File: src/rtl/frame_tx_pkg.sv
// Shared types and constants for the frame_tx_101 serial framer.
//   state_t  : FSM state encoding (IDLE, PRE, DATA, PAR, GAP)
//   PREAMBLE : preamble pattern, sent MSB-first (1,0,1)
//   PRE_LEN  : number of preamble bits
//   CNT_W    : width of the shared bit/gap counter (covers DATA_W<=32, GAP_LEN<=15)
package frame_tx_pkg;

  typedef enum logic [2:0] {
    S_IDLE,
    S_PRE,
    S_DATA,
    S_PAR,
    S_GAP
  } state_t;

  localparam logic [2:0] PREAMBLE = 3'b101;
  localparam int         PRE_LEN  = 3;
  localparam int         CNT_W    = 6;

endpackage

File: src/rtl/frame_tx_101_piso_shift.sv
// piso_shift: parallel-in / serial-out payload register.
//   clk   : clock, rising edge
//   rst   : synchronous active-low reset, clears the register
//   load  : capture din (has priority over shift)
//   shift : move the register one place toward the MSB
//   din   : parallel payload
//   msb   : current most-significant bit (next bit to transmit)
module piso_shift #(
  parameter int DATA_W = 8
) (
  input  logic              clk,
  input  logic              rst,
  input  logic              load,
  input  logic              shift,
  input  logic [DATA_W-1:0] din,
  output logic              msb
);

  logic [DATA_W-1:0] sr_q;

  // NOTE: sequential state uses non-blocking assignments so every register
  // samples pre-edge values regardless of process evaluation order.
  always_ff @(posedge clk) begin
    // NOTE: the payload register is cleared on reset so an aborted frame
    // leaves no stale data behind; a data-only RAM would not need this.
    if (!rst)       sr_q <= '0;
    else if (load)  sr_q <= din;
    else if (shift) sr_q <= sr_q << 1;
  end

  assign msb = sr_q[DATA_W-1];

endmodule

File: src/rtl/frame_tx_101.sv
// frame_tx_101: serialises one payload per handshake into a framed bit stream
//   preamble 1,0,1 | DATA_W data bits MSB-first | even parity (if PAR_EN)
// followed by GAP_LEN forced idle cycles.
//   clk      : clock, rising edge
//   rst      : synchronous active-low reset
//   in_valid : payload offered
//   in_data  : payload
//   in_ready : high only in IDLE
//   tx       : serial output, one bit per clock (registered)
//   tx_valid : tx carries a frame bit (registered)
//   busy     : frame or gap in progress (registered)
//   done     : one-cycle pulse with the last frame bit (registered)
// The state register names the state of the bit currently on tx, so every
// output is computed one cycle ahead and registered alongside the state.
module frame_tx_101
  import frame_tx_pkg::*;
#(
  parameter int DATA_W  = 8,
  parameter int PAR_EN  = 1,
  parameter int GAP_LEN = 2
) (
  input  logic              clk,
  input  logic              rst,
  input  logic              in_valid,
  input  logic [DATA_W-1:0] in_data,
  output logic              in_ready,
  output logic              tx,
  output logic              tx_valid,
  output logic              busy,
  output logic              done
);

  localparam logic [CNT_W-1:0] PRE_LAST  = CNT_W'(PRE_LEN - 1);
  localparam logic [CNT_W-1:0] DATA_LAST = CNT_W'(DATA_W - 1);
  localparam logic [CNT_W-1:0] DATA_PEN  = CNT_W'(DATA_W - 2);
  localparam logic [CNT_W-1:0] GAP_LAST  = CNT_W'(GAP_LEN - 1);
  localparam logic             HAS_PAR   = (PAR_EN != 0);

  state_t           state_q, state_d;
  logic [CNT_W-1:0] cnt_q, cnt_d;
  logic             par_q;
  logic             tx_d, tx_valid_d, busy_d, done_d;
  logic             load, shift, sr_msb, handshake;
  logic [1:0]       pre_idx;

  piso_shift #(.DATA_W(DATA_W)) u_piso (
    .clk   (clk),
    .rst   (rst),
    .load  (load),
    .shift (shift),
    .din   (in_data),
    .msb   (sr_msb)
  );

  assign in_ready  = (state_q == S_IDLE);
  assign handshake = in_valid && in_ready;
  // Preamble bit to emit after the one at index cnt_q (bit 2 goes out first).
  assign pre_idx   = 2'(PRE_LEN - 2) - cnt_q[1:0];

  // NOTE: every signal driven here gets a default first, so no path through
  // the case statement can leave a value unassigned and infer a latch.
  always_comb begin
    state_d    = state_q;
    cnt_d      = cnt_q;
    tx_d       = 1'b0;
    tx_valid_d = 1'b0;
    busy_d     = 1'b1;
    done_d     = 1'b0;
    load       = 1'b0;
    shift      = 1'b0;

    unique case (state_q)
      S_IDLE: begin
        busy_d = 1'b0;
        if (handshake) begin
          state_d    = S_PRE;
          cnt_d      = '0;
          tx_d       = PREAMBLE[PRE_LEN-1];
          tx_valid_d = 1'b1;
          busy_d     = 1'b1;
          load       = 1'b1;
        end
      end

      S_PRE: begin
        tx_valid_d = 1'b1;
        if (cnt_q == PRE_LAST) begin
          // First data bit goes out while the register advances to the next.
          state_d = S_DATA;
          cnt_d   = '0;
          tx_d    = sr_msb;
          shift   = 1'b1;
          done_d  = !HAS_PAR && (DATA_W == 1);
        end else begin
          cnt_d = cnt_q + 1'b1;
          tx_d  = PREAMBLE[pre_idx];
        end
      end

      S_DATA: begin
        if (cnt_q == DATA_LAST) begin
          cnt_d = '0;
          if (HAS_PAR) begin
            state_d    = S_PAR;
            tx_d       = par_q;
            tx_valid_d = 1'b1;
            done_d     = 1'b1;
          end else begin
            state_d = S_GAP;
          end
        end else begin
          cnt_d      = cnt_q + 1'b1;
          tx_d       = sr_msb;
          tx_valid_d = 1'b1;
          shift      = 1'b1;
          done_d     = !HAS_PAR && (cnt_q == DATA_PEN);
        end
      end

      S_PAR: begin
        state_d = S_GAP;
        cnt_d   = '0;
      end

      S_GAP: begin
        if (cnt_q == GAP_LAST) begin
          state_d = S_IDLE;
          cnt_d   = '0;
          busy_d  = 1'b0;
        end else begin
          cnt_d = cnt_q + 1'b1;
        end
      end

      default: begin
        state_d = S_IDLE;
        cnt_d   = '0;
        busy_d  = 1'b0;
      end
    endcase
  end

  always_ff @(posedge clk) begin
    if (!rst) begin
      state_q  <= S_IDLE;
      cnt_q    <= '0;
      par_q    <= 1'b0;
      tx       <= 1'b0;
      tx_valid <= 1'b0;
      busy     <= 1'b0;
      done     <= 1'b0;
    end else begin
      state_q  <= state_d;
      cnt_q    <= cnt_d;
      tx       <= tx_d;
      tx_valid <= tx_valid_d;
      busy     <= busy_d;
      done     <= done_d;
      // Even parity over the payload as captured, independent of later in_data.
      if (load) par_q <= ^in_data;
    end
  end

endmodule

File: config.mk
export PLATFORM = sky130hd
export DESIGN_NAME = frame_tx_101
export DESIGN_NICKNAME = d
export VERILOG_FILES = /design/src/rtl/frame_tx_pkg.sv /design/src/rtl/frame_tx_101_piso_shift.sv /design/src/rtl/frame_tx_101.sv
export SDC_FILE = /design/constraint.sdc
export NUM_CORES = 1
export LEC_CHECK = 0
export ABC_AREA = 1
export CELL_PAD_IN_SITES_DETAIL_PLACEMENT = 1
export CELL_PAD_IN_SITES_GLOBAL_PLACEMENT = 1
export CORE_UTILIZATION = 40
export CTS_BUF_LIST = sky130_fd_sc_hd__clkbuf_8
export DETAILED_ROUTE_END_ITERATION = 10
export PLACE_DENSITY_LB_ADDON = 0.08
export SLEW_MARGIN = 10
export SYNTH_ARGS = -nofsm -noshare
export SYNTH_HDL_FRONTEND = slang
export SYNTH_SLANG_ARGS = --single-unit
File: constraint.sdc
create_clock -name clk -period 2.6 [get_ports clk]
set_input_delay 0.52 -clock clk [delete_from_list [all_inputs] [get_ports clk]]
set_output_delay 0.52 -clock clk [all_outputs]
set_load 0.05 [all_outputs]
**Word level (Yosys, flattened, before mapping)**

Cells that the tools add are included.

- Register bits: 22
- Latch bits: 0
- Bits in writable memories: 0
- ROM bits: 0
- Output and inout bits: 5
- Logic and storage cells: 56
- Memories kept: 0

- $add $sub $neg: 2
- Multipliers: 0
- Div/mod/pow operators: 0
- Magnitude comparators: 1
- Eq/ne operators: 11
- Shift operators: 0
- Multiplexer cells: 26
- Bitwise logic cells: 0
- Reductions and logical operators: 8

Operator list:

| kind | count |
|---|---|
| $mux 6 | 4 |
| $pmux 6 s4 | 1 |
| $mux 8 | 2 |
| $pmux 3 s5 | 1 |
| $mux 3 | 4 |
| $mux 1 | 9 |
| $reduce_xor 8->1 | 1 |
| $add 6x1->6 const B | 1 |
| $eq 3x2->1 const B | 2 |
| $eq 6x1->1 const B | 1 |
| $eq 6x2->1 const B | 1 |
| $eq 6x3->1 const B | 1 |
| $ne 2x2->1 const B | 3 |
| $pmux 1 s3 | 2 |
| $pmux 1 s2 | 2 |
| $reduce_and 4->1 | 1 |
| $eq 3x1->1 const B | 1 |
| $eq 3x3->1 const B | 1 |
| $logic_not 3->1 | 1 |
| $lt 2x3->1 const B | 1 |
| $reduce_or 3->1 | 1 |
| $bmux 1 s2 | 1 |
| $ne 2x1->1 const B | 1 |
| $reduce_and 2->1 | 1 |
| 4 further kinds | 4 |

**Depth between registers and ports, before layout**

Gate-level depths: netlist of the first run.

- Depth in word-level cells: 5
- Gate-level depth with buffers: 11
- Depth with buffers taken out: 10

**Hierarchy**

A second synthesis of the first run with hierarchy kept.

- Cell total of the unflattened synthesis: 200
- Area, all modules: 1387.6 µm²

Modules (own cells, without submodules):

| module | instances | cells each | area an instance (µm²) | sequential area each (µm²) |
|---|---|---|---|---|
| frame_tx_101 | 1 | 140 | 988.4 | 280.3 |
| piso_shift | 1 | 60 | 399.1 | 160.2 |

**Least setup slack after synthesis of the first run**

Ideal clock, no wire load.

- Kind: register to register
- Start: reg state_q[2]
- End: reg u_piso.sr_q[1]
- Arrival: 1483 ps
- Slack: 985 ps
- Stages on the path, launching flop included: 8
- Path buffers: 1
- Cell sequence: dfxtp_1 > inv_1 > nand2_1 > nor2_2 > nand2_4 > buf_6 > nand4_1 > a21oi_1

- Cells in the longest elaborated chain, start to end: 5

Ends and longest elaborated chain:

| what | line | source |
|---|---|---|
| start: declaration | frame_tx_101.sv:39 | `state_t state_q, state_d;` |
| start signal: assignment | frame_tx_101.sv:153 | `state_q <= state_d;` |
| $logic_not 3->1 (*) | frame_tx_101.sv:55 | `assign in_ready = (state_q == S_IDLE);` |
| via in_ready | frame_tx_101.sv:26 | `output logic in_ready,` |
| $logic_and 1x1->1 | frame_tx_101.sv:56 | `assign handshake = in_valid && in_ready;` |
| $mux 1 | frame_tx_101.sv:75 | `if (handshake) begin` |
| $mux 1 (*) | frame_tx_101.sv:72 | `unique case (state_q)` |
| $mux 8 or $reduce_bool 2->1 (tied branches) | -- |  |
| end signal: assignment | frame_tx_101_piso_shift.sv:27 | `else if (load) sr_q <= din;` |
| end signal: assignment | frame_tx_101_piso_shift.sv:28 | `else if (shift) sr_q <= sr_q << 1;` |
| end: declaration | frame_tx_101_piso_shift.sv:19 | `logic [DATA_W-1:0] sr_q;` |

The timed path passes the listed nets; every way through them passes the cells marked *.
A chain may end at the register's enable or synchronous reset.

**Worst setup path after layout of the first run**

- Start: reg state_q[2]
- End: out in_ready

- Cells in the longest elaborated chain, start to end: 1

Ends and longest elaborated chain:

| what | line |
|---|---|
| $logic_not 3->1 | frame_tx_101.sv:55 |
| end: declaration | frame_tx_101.sv:26 |

Every way passes these cells.

==> results of run 1 <==
[sequential cells by signal, indices dropped and copies added, names as in the netlist]
name / count
state_q: 3
busy: 1
par_q: 1
cnt_q: 6
tx_valid: 1
done: 1
tx: 1
u_piso.sr_q: 8
[critical path, stage by stage (launching register included)]
cell             delay, ps
dfxtp_1                340
inv_1                  130
nand2_1                 80
nor2_2                 170
clkdlybuf4s50_1        830
[metrics by stage]
stage	cells	power, mW	utilization, %	worst slack (ps)	hold WS, ps
after floorplan	199	1.153	-	984.5	443.7
after global placement	256	1.315	49.44	569.2	454.9
after detailed placement	256	1.366	49.44	537.9	465.5
after CTS	260	1.691	51.72	244.7	478.9
after global routing	260	1.799	51.72	195.0	510.4
final	260	1.682	51.72	260.1	474.4
[metal layers]
| metal | vias to the layer above | global-route usage [%] |
|---|---|---|
| met2 | 20 | 42.39 |
| met5 | - | 0 |
| li1 | 672 | - |
| met4 | 0 | 7.973 |
| met3 | 4 | 3.247 |
| met1 | 638 | 25.33 |
[final timing paths]
kind / from / cells past startpoint / endpoint
max reg2reg: cnt_q[1] / 10 / state_q[1]
min: u_piso.sr_q[7] / 2 / tx
max: state_q[2] / 4 / in_ready
min reg2reg: u_piso.sr_q[7] / 2 / tx
[layout make-up]
type / count / area share [%]
Timing Repair Buffer: 16 / 9.745
Clock buffer: 3 / 2.552
Multi-Input combinational cell: 156 / 51.04
Inverter: 18 / 4.176
Tap cell: 44 / 3.403
Sequential cell: 22 / 27.22
Clock inverter: 1 / 1.856
[report_power, final]
| part | total [mW] | switching (mW) | internal (mW) |
|---|---|---|---|
| combinational | 0.871 | 0.587 | 0.284 |
| sequential | 0.485 | 0.0728 | 0.412 |
| clock | 0.325 | 0.120 | 0.206 |
[cell usage in the layout (no fill, tap or decap), types with 5 or more instances in the layout]
cell             instances
nor2_1                  18
nand2_2                  5
clkdlybuf4s50_1         15
inv_2                    5
nand3_1                  9
nand4_1                  8
xor2_1                   5
inv_1                   12
a21oi_1                 16
nand2_1                 68
dfxtp_1                 22
[cells by family after synthesis]
logic type,share of synthesized area (%)
buffers and inverters,6.899
AND/OR/NAND/NOR,42.87
XOR/XNOR,5.795
adder cells (fa/ha/maj),2.760
AO/OA/AOI/OAI,9.292
flip-flops,32.38
==> flow_metrics.py, run 1 <==
metrics = {
    "yosys": {
        "synth.distinct_cells": 27,
        "synth_cells": 199,
        "yosys_warnings": 0,
        "synth_ff_type": "dfxtp_1",
        "yosysMostFrequentCell": "nand2_1",
        "synth_fp_nets": 213,
        "yosysTopAreaCellShare_pct": 32.38,
        "ys_ff_latch": 22,
        "synth_commonest_cells": "nand2_1 (68), dfxtp_1 (22), nor2_1 (18), a21oi_1 (16), inv_1 (12)",
        "synthArstFlopShare_pct": 0,
        "synth_edf_count": 0,
        "synth_area_leaders": "dfxtp_1 (32%), nand2_1 (19%), a21oi_1 (5.9%), nor2_1 (5.0%), nand4_1 (3.7%)",
        "synth_top_area_cell": "dfxtp_1",
        "synth_area_um2": 1360,
        "yosysSeqAreaShare_pct": 32.38,
        "avgSynthCellArea_um2": 6.834,
    },
    "critical_path": {
        "path_class": "reg2out",
        "crit_fanout": 4,
        "worstSetupEndpointType": "output port",
        "reg2reg_setup_slack_ps": 850,
        "critical_path_arrival_ps": 1820,
        "required_ps": 2080,
        "critPathLaunchType": "register",
    },
    "global_routing": {
        "antenna_found_initial": 0,
        "grt_first_pass_wirelength_um": 5989,
        "grt_pass1_vias": 1394,
        "grt_max_degree": 20,
        "grt_overflow": 0,
        "global_route.usage.total_pct": 22.50,
    },
    "detailed_routing": {
        "firstDrtPassIters": 4,
        "wl_met2_um": 1847,
        "wl_per_cell_um": 13.43,
        "via_per_inst": 5.131,
        "wl_met3_um": 75,
        "wl_met1_um": 1539,
        "highest_layer": "met4",
        "dr.first_iter.drc_count": 27,
        "wl_um": 3492,
        "ant_nets": 0,
        "detail_route.drc_violations": 0,
        "vias": 1334,
    },
    "final_layout": {
        "final_layout_size_suffix_gt1_share_pct": 12.96,
        "nFillCells": 429,
        "area_growth_pct": 18.95,
        "regArea_um2": 440.4,
        "nets": 231,
        "multi_input_area_um2": 825.8,
        "fin_area_um2": 1618,
        "diodes": 0,
    },
    "clocking": {
        "cts.sinks": 22,
        "ctsResizeCount": 0,
        "cts_setup_buffers": 0,
        "cts_made_buffers": 3,
        "cts.clk_slew.worst_paths_ps": 80,
        "cts-hold-fix-buffers": 0,
        "tritoncts": "done",
        "h-tree-depth": 1,
        "clk_path_buf_depth": 2,
        "cts_root_buffer": "clkbuf_8",
        "clock_latency_ps": 260,
    },
    "floorplanning": {
        "die_y_um": 60.31,
        "initial_core_util_pct": 43.48,
        "boundaryPins": 16,
        "die_area_um2": 3637,
        "rows": 20,
        "coreArea_um2": 3128,
        "die_w_um": 60.31,
    },
    "sta": {
        "slew_headroom_pct": 66.66,
        "setup_tns_ps": 0,
        "worstMarginPinSlew_ps": 498.5,
        "period_share_pct": 90.00,
        "timing.final.hold_violations": 0,
        "fin_crit_ps": 2340,
        "finClkSkew_ps": 2.330,
        "slew_violations": 0,
        "setup_viol": 0,
        "fmax_ghz": 0.4274,
        "rsz0062_at_grt": "no",
    },
    "power": {
        "p_leak_nw": 0.7174,
        "ir_worst_vdd_mv": 0.2954,
        "power_density_nw_per_um2": 1039,
    },
    "placed_design": {
        "place_congestion": 0.8130,
        "place_area_um2": 1546,
        "io_buffers": 15,
        "hpwl_um": 2776,
    },
    "min_path": {
        "min_path_type": "reg2reg",
    },
    "flow_run": {
        "max-cap-violations": 0,
    },
    "status": {
        "status": "finished, final reports clean",
    },
}
Note: power is estimated with default switching activity, not from simulation.
==> run 2, diff against run 1 <==
--- a/config.mk
+++ b/config.mk
@@ -9,8 +9,9 @@
 export CELL_PAD_IN_SITES_DETAIL_PLACEMENT = 1
 export CELL_PAD_IN_SITES_GLOBAL_PLACEMENT = 1
 export CORE_UTILIZATION = 40
-export CTS_BUF_LIST = sky130_fd_sc_hd__clkbuf_8
+export CTS_BUF_LIST = sky130_fd_sc_hd__clkbuf_4
 export DETAILED_ROUTE_END_ITERATION = 10
+export GPL_ROUTABILITY_DRIVEN = 0
 export PLACE_DENSITY_LB_ADDON = 0.08
 export SLEW_MARGIN = 10
 export SYNTH_ARGS = -nofsm -noshare
==> run 2 against run 1 <==
Effect of this change:
- routed wire length decreased by 2.5%
- combinational power about the same
- highest routed layer unchanged
- global-route usage decreased by 0.54 points
- count of clock-buffer cells in the layout unchanged
- die area unchanged
- sequential power about the same
- total power decreased by 4.0%
==> flow_metrics.py, run 2 (synthesis results as in run 1) <==
metrics = {
    "status": {
        "status": "finished, final reports clean",
    },
    "critical_path": {
        "reg2reg_depth": 10,
        "reg2reg_from": "cnt_q[0]",
        "worstSetupEndpointType": "output port",
        "path_class": "reg2out",
        "critPathLaunchType": "register",
        "critical-path-slowest-cell": "clkdlybuf4s50_1",
        "required_ps": 2080,
        "rr_endpoint": "state_q[1]",
        "worstPathCellList": "inv_1, nand2_1, nor2_2, clkdlybuf4s50_1",
        "reg2reg_setup_slack_ps": 890,
        "crit_fanout": 4,
        "slowest_delay_ps": 830,
        "critical_path_arrival_ps": 1880,
    },
    "sta": {
        "rsz0062_at_grt": "no",
        "slew_headroom_pct": 66.66,
        "setup_tns_ps": 0,
        "finClkSkew_ps": 1.013,
        "whs_ps": 479.9,
        "slew_violations": 0,
        "fin_crit_ps": 2398,
        "period_share_pct": 92.23,
        "timing.final.ws_setup_ps": 201.9,
        "fmax_ghz": 0.4170,
        "timing.final.hold_violations": 0,
        "worstMarginPinSlew_ps": 498.5,
        "setup_viol": 0,
    },
    "clocking": {
        "cts_made_buffers": 3,
        "cts_root_buffer": "clkbuf_4",
        "cts.sinks": 22,
        "clk_path_buf_depth": 2,
        "cts-hold-fix-buffers": 0,
        "h-tree-depth": 1,
        "clock_latency_ps": 310,
        "tritoncts": "done",
        "ctsResizeCount": 0,
        "cts.clk_slew.worst_paths_ps": 130,
        "cts_setup_buffers": 0,
    },
    "global_routing": {
        "grt_overflow": 0,
        "grt_first_pass_wirelength_um": 5878,
        "grt_max_degree": 20,
        "global_route.usage.total_pct": 21.96,
        "grt_pass1_vias": 1381,
        "antenna_found_initial": 0,
    },
    "detailed_routing": {
        "firstDrtPassIters": 4,
        "ant_nets": 0,
        "wl_um": 3403,
        "detail_route.drc_violations": 0,
        "wl_per_cell_um": 13.09,
        "dr.first_iter.drc_count": 22,
        "vias": 1343,
        "via_per_inst": 5.165,
    },
    "placed_design": {
        "io_buffers": 15,
        "hpwl_um": 2776,
        "dp_slack_ps": 537.9,
    },
    "floorplanning": {
        "rows": 20,
        "die_y_um": 60.31,
        "die_area_um2": 3637,
        "boundaryPins": 16,
        "coreArea_um2": 3128,
        "initial_core_util_pct": 43.48,
        "die_w_um": 60.31,
    },
    "power": {
        "ir_worst_vdd_mv": 0.2602,
        "power_density_nw_per_um2": 1010,
        "p_leak_nw": 0.7096,
    },
    "final_layout": {
        "diodes": 0,
        "final_layout_size_suffix_gt1_share_pct": 12.96,
        "largestRegisters": "u_piso.sr_q x8, cnt_q x6, state_q x3",
        "nets": 231,
        "final_common_cell": "nand2_1",
        "regMostFlops": "u_piso.sr_q",
        "largest_register_ffs": 8,
        "final_cell_mix": "nand2_1 (68), dfxtp_1 (22), nor2_1 (18)",
        "area_growth_pct": 17.57,
    },
    "min_path": {
        "hold_path_depth": 2,
        "min_to": "tx",
        "min_path_type": "reg2reg",
        "worstHoldStart": "u_piso.sr_q[7]",
    },
    "flow_run": {
        "max-cap-violations": 0,
    },
}
-- run 2: cell types whose count changed in the layout (fill, tap and decap cells not counted) --
cell | before | now
clkbuf_8 | 3 | 0
clkbuf_4 | 0 | 3
-- run 2: per-stage QoR --
step | power [mW] | cells | util, % | instance area (um2)
finish | 1.615 | 260 | 51.12 | 1599
detailed placement | 1.366 | 256 | 49.44 | 1546
global placement | 1.315 | 256 | 49.44 | 1546
CTS | 1.632 | 260 | 51.12 | 1599
floorplan | 1.153 | 199 | - | 1360
global route | 1.738 | 260 | 51.12 | 1599
-- run 2: worst max path at each step --
stage / start / endpoint / slack, ps / cells after the start
3_3_place_gp: state_q[2] / in_ready / 570 / 4
3_5_place_dp: state_q[2] / in_ready / 540 / 4
6_report: state_q[2] / in_ready / 200 / 4
5_1_grt: state_q[2] / in_ready / 120 / 4
4_1_cts: state_q[2] / in_ready / 180 / 4
2_1_floorplan: state_q[2] / u_piso.sr_q[1] / 980 / 7
-- run 2: area by class of cell --
type | count | area [um2]
sequential | 22 | 440.4
inverter | 18 | 67.56
clock inverter | 1 | 30.03
clock buffer | 3 | 22.52
tap | 44 | 55.05
multi-input combinational | 156 | 825.8
timing repair buffer | 16 | 157.7
fill | 431 | 1529
-- run 2: layer usage --
layer,share of wire [%],vias to the layer above,global-route usage [%]
met3,3.3,2,3.247
met4,0.56,0,6.977
met2,53,28,41.13
li1,-,674,-
met5,0,-,0
met1,43,639,25.20
-- run 2: critical path: cells and delay by family (launching register included) --
kind                   cells  cell delay, ps
flip-flops                 1             360
buffers and inverters      2             960
AND/OR/NAND/NOR            2             250
-- run 2: report_power, final --
part | switching [mW] | internal [mW] | leakage (nW)
combinational | 0.585 | 0.284 | 0.502
clock | 0.107 | 0.156 | 0.0279
sequential | 0.0716 | 0.412 | 0.180
==> run 3, diff against run 2 <==
--- a/config.mk
+++ b/config.mk
@@ -12,6 +12,7 @@
 export CTS_BUF_LIST = sky130_fd_sc_hd__clkbuf_4
 export DETAILED_ROUTE_END_ITERATION = 10
 export GPL_ROUTABILITY_DRIVEN = 0
+export GPL_TIMING_DRIVEN = 0
 export PLACE_DENSITY_LB_ADDON = 0.08
 export SLEW_MARGIN = 10
 export SYNTH_ARGS = -nofsm -noshare
==> run 3 against run 2 <==
Effect of this change:
- non-clock buffer count grew 2
- first-iteration DRC count shrank 4.5%
- sequential share of layout area shrank 0.32 points
- largest cell class unchanged
- combinational power grew 4.0%
- cell count grew 0.77%
- setup slack lost 53 ps
==> flow_metrics.py, run 3 (synthesis results as in run 1) <==
metrics = {
    "sta": {
        "timing.final.hold_violations": 0,
        "slew_violations": 0,
        "slew_headroom_pct": 63.64,
        "fin_crit_ps": 2451,
        "rsz0062_at_grt": "no",
        "finClkSkew_ps": 10.08,
        "fmax_ghz": 0.4079,
        "setup_tns_ps": 0,
        "period_share_pct": 94.29,
        "setup_viol": 0,
        "whs_ps": 480.1,
        "worstMarginPinSlew_ps": 545.4,
    },
    "placed_design": {
        "io_buffers": 15,
        "place_inst": 258,
        "hpwl_um": 2858,
    },
    "global_routing": {
        "grt_first_pass_wirelength_um": 5878,
        "grt_pass1_vias": 1286,
        "grt_overflow": 0,
        "antenna_found_initial": 0,
        "grt_max_degree": 14,
        "global_route.usage.total_pct": 21.66,
    },
    "detailed_routing": {
        "firstDrtPassIters": 4,
        "via_per_inst": 5.122,
        "detail_route.drc_violations": 0,
        "dr.first_iter.drc_count": 21,
        "vias": 1342,
        "wl_per_cell_um": 13.63,
        "ant_nets": 0,
        "wl_um": 3571,
    },
    "power": {
        "power_density_nw_per_um2": 1020,
        "ir_worst_vdd_mv": 0.2526,
        "p_leak_nw": 0.7180,
        "total_power_mw": 1.651,
    },
    "floorplanning": {
        "die_area_um2": 3637,
        "rows": 20,
        "initial_core_util_pct": 43.48,
        "coreArea_um2": 3128,
        "die_y_um": 60.31,
        "boundaryPins": 16,
        "die_w_um": 60.31,
    },
    "clocking": {
        "tritoncts": "done",
        "cts_root_buffer": "clkbuf_4",
        "h-tree-depth": 1,
        "cts-hold-fix-buffers": 0,
        "clock_latency_ps": 310,
        "clk_path_buf_depth": 2,
        "cts.clk_slew.worst_paths_ps": 130,
        "cts_made_buffers": 3,
        "cts.sinks": 22,
        "ctsResizeCount": 0,
        "cts_setup_buffers": 0,
    },
    "final_layout": {
        "final_util_pct": 51.72,
        "diodes": 0,
        "nets": 233,
        "final_cell_mix": "nand2_1 (68), dfxtp_1 (22), nor2_1 (18)",
        "final_layout_size_suffix_gt1_share_pct": 13.30,
        "largestRegisters": "u_piso.sr_q x8, cnt_q x6, state_q x3",
        "area_growth_pct": 18.95,
        "largest_register_ffs": 8,
        "final_common_cell": "nand2_1",
        "regMostFlops": "u_piso.sr_q",
        "layoutNonFillerInstCount": 262,
    },
    "critical_path": {
        "cp_top_family": "buffers and inverters",
        "worstSetupEndpointType": "output port",
        "crit_fanout": 4,
        "slowest_delay_ps": 840,
        "crit_buf_inv": 2,
        "path_class": "reg2out",
        "worstPathCellList": "inv_1, nand2_1, nor2_2, clkdlybuf4s50_1",
        "critical-path-slowest-cell": "clkdlybuf4s50_1",
        "critical_path_arrival_ps": 1930,
        "critPathLaunchType": "register",
        "required_ps": 2080,
    },
    "min_path": {
        "min_path_type": "reg2reg",
    },
    "flow_run": {
        "max-cap-violations": 0,
    },
    "status": {
        "status": "finished, final reports clean",
    },
}
run 3: worst reg2reg max path: cells and delay by family (launching register included):
kind	cells	cell delay, ps
adders and majority gates	1	230
buffers and inverters	3	270
DFF	1	430
and+or+nand+nor	7	650
run 3: layout make-up:
type	instances	area, um2
Timing Repair Buffer	15	150.1
Inverter	18	67.56
Clock buffer	3	22.52
Fill cell	429	1510
Sequential cell	22	440.4
Multi-Input combinational cell	156	825.8
Buffer	3	26.28
Tap cell	44	55.05
Clock inverter	1	30.03
run 3: layer usage:
metal	GRT usage [%]	vias up	part of all wire (%)
li1	-	678	-
met1	27.97	639	48
met2	39.09	23	49
met3	1.948	2	2.3
met4	3.987	0	0.48
met5	0	-	0
run 3: power breakdown:
part	internal, mW	switching [mW]
Combinational	0.310	0.594
Clock	0.156	0.110
Sequential	0.412	0.0691
Total	0.878	0.773
run 3: through the flow:
| step | cell area [um2] | setup slack (ps) |
|---|---|---|
| after detailed placement | 1565 | 500.1 |
| after global routing | 1618 | 84.00 |
| final | 1618 | 148.6 |
| after global placement | 1565 | 541.6 |
| after floorplan | 1360 | 984.5 |
| after CTS | 1618 | 136.6 |
run 3: final timing paths:
kind / to / start / cells after the start / slack, ps
worst max-delay path: in_ready / state_q[2] / 4 / 150
worst min-delay path: tx / u_piso.sr_q[7] / 2 / 480
worst min register to register: tx / u_piso.sr_q[7] / 2 / 480
worst max register to register: cnt_q[4] / cnt_q[0] / 11 / 950
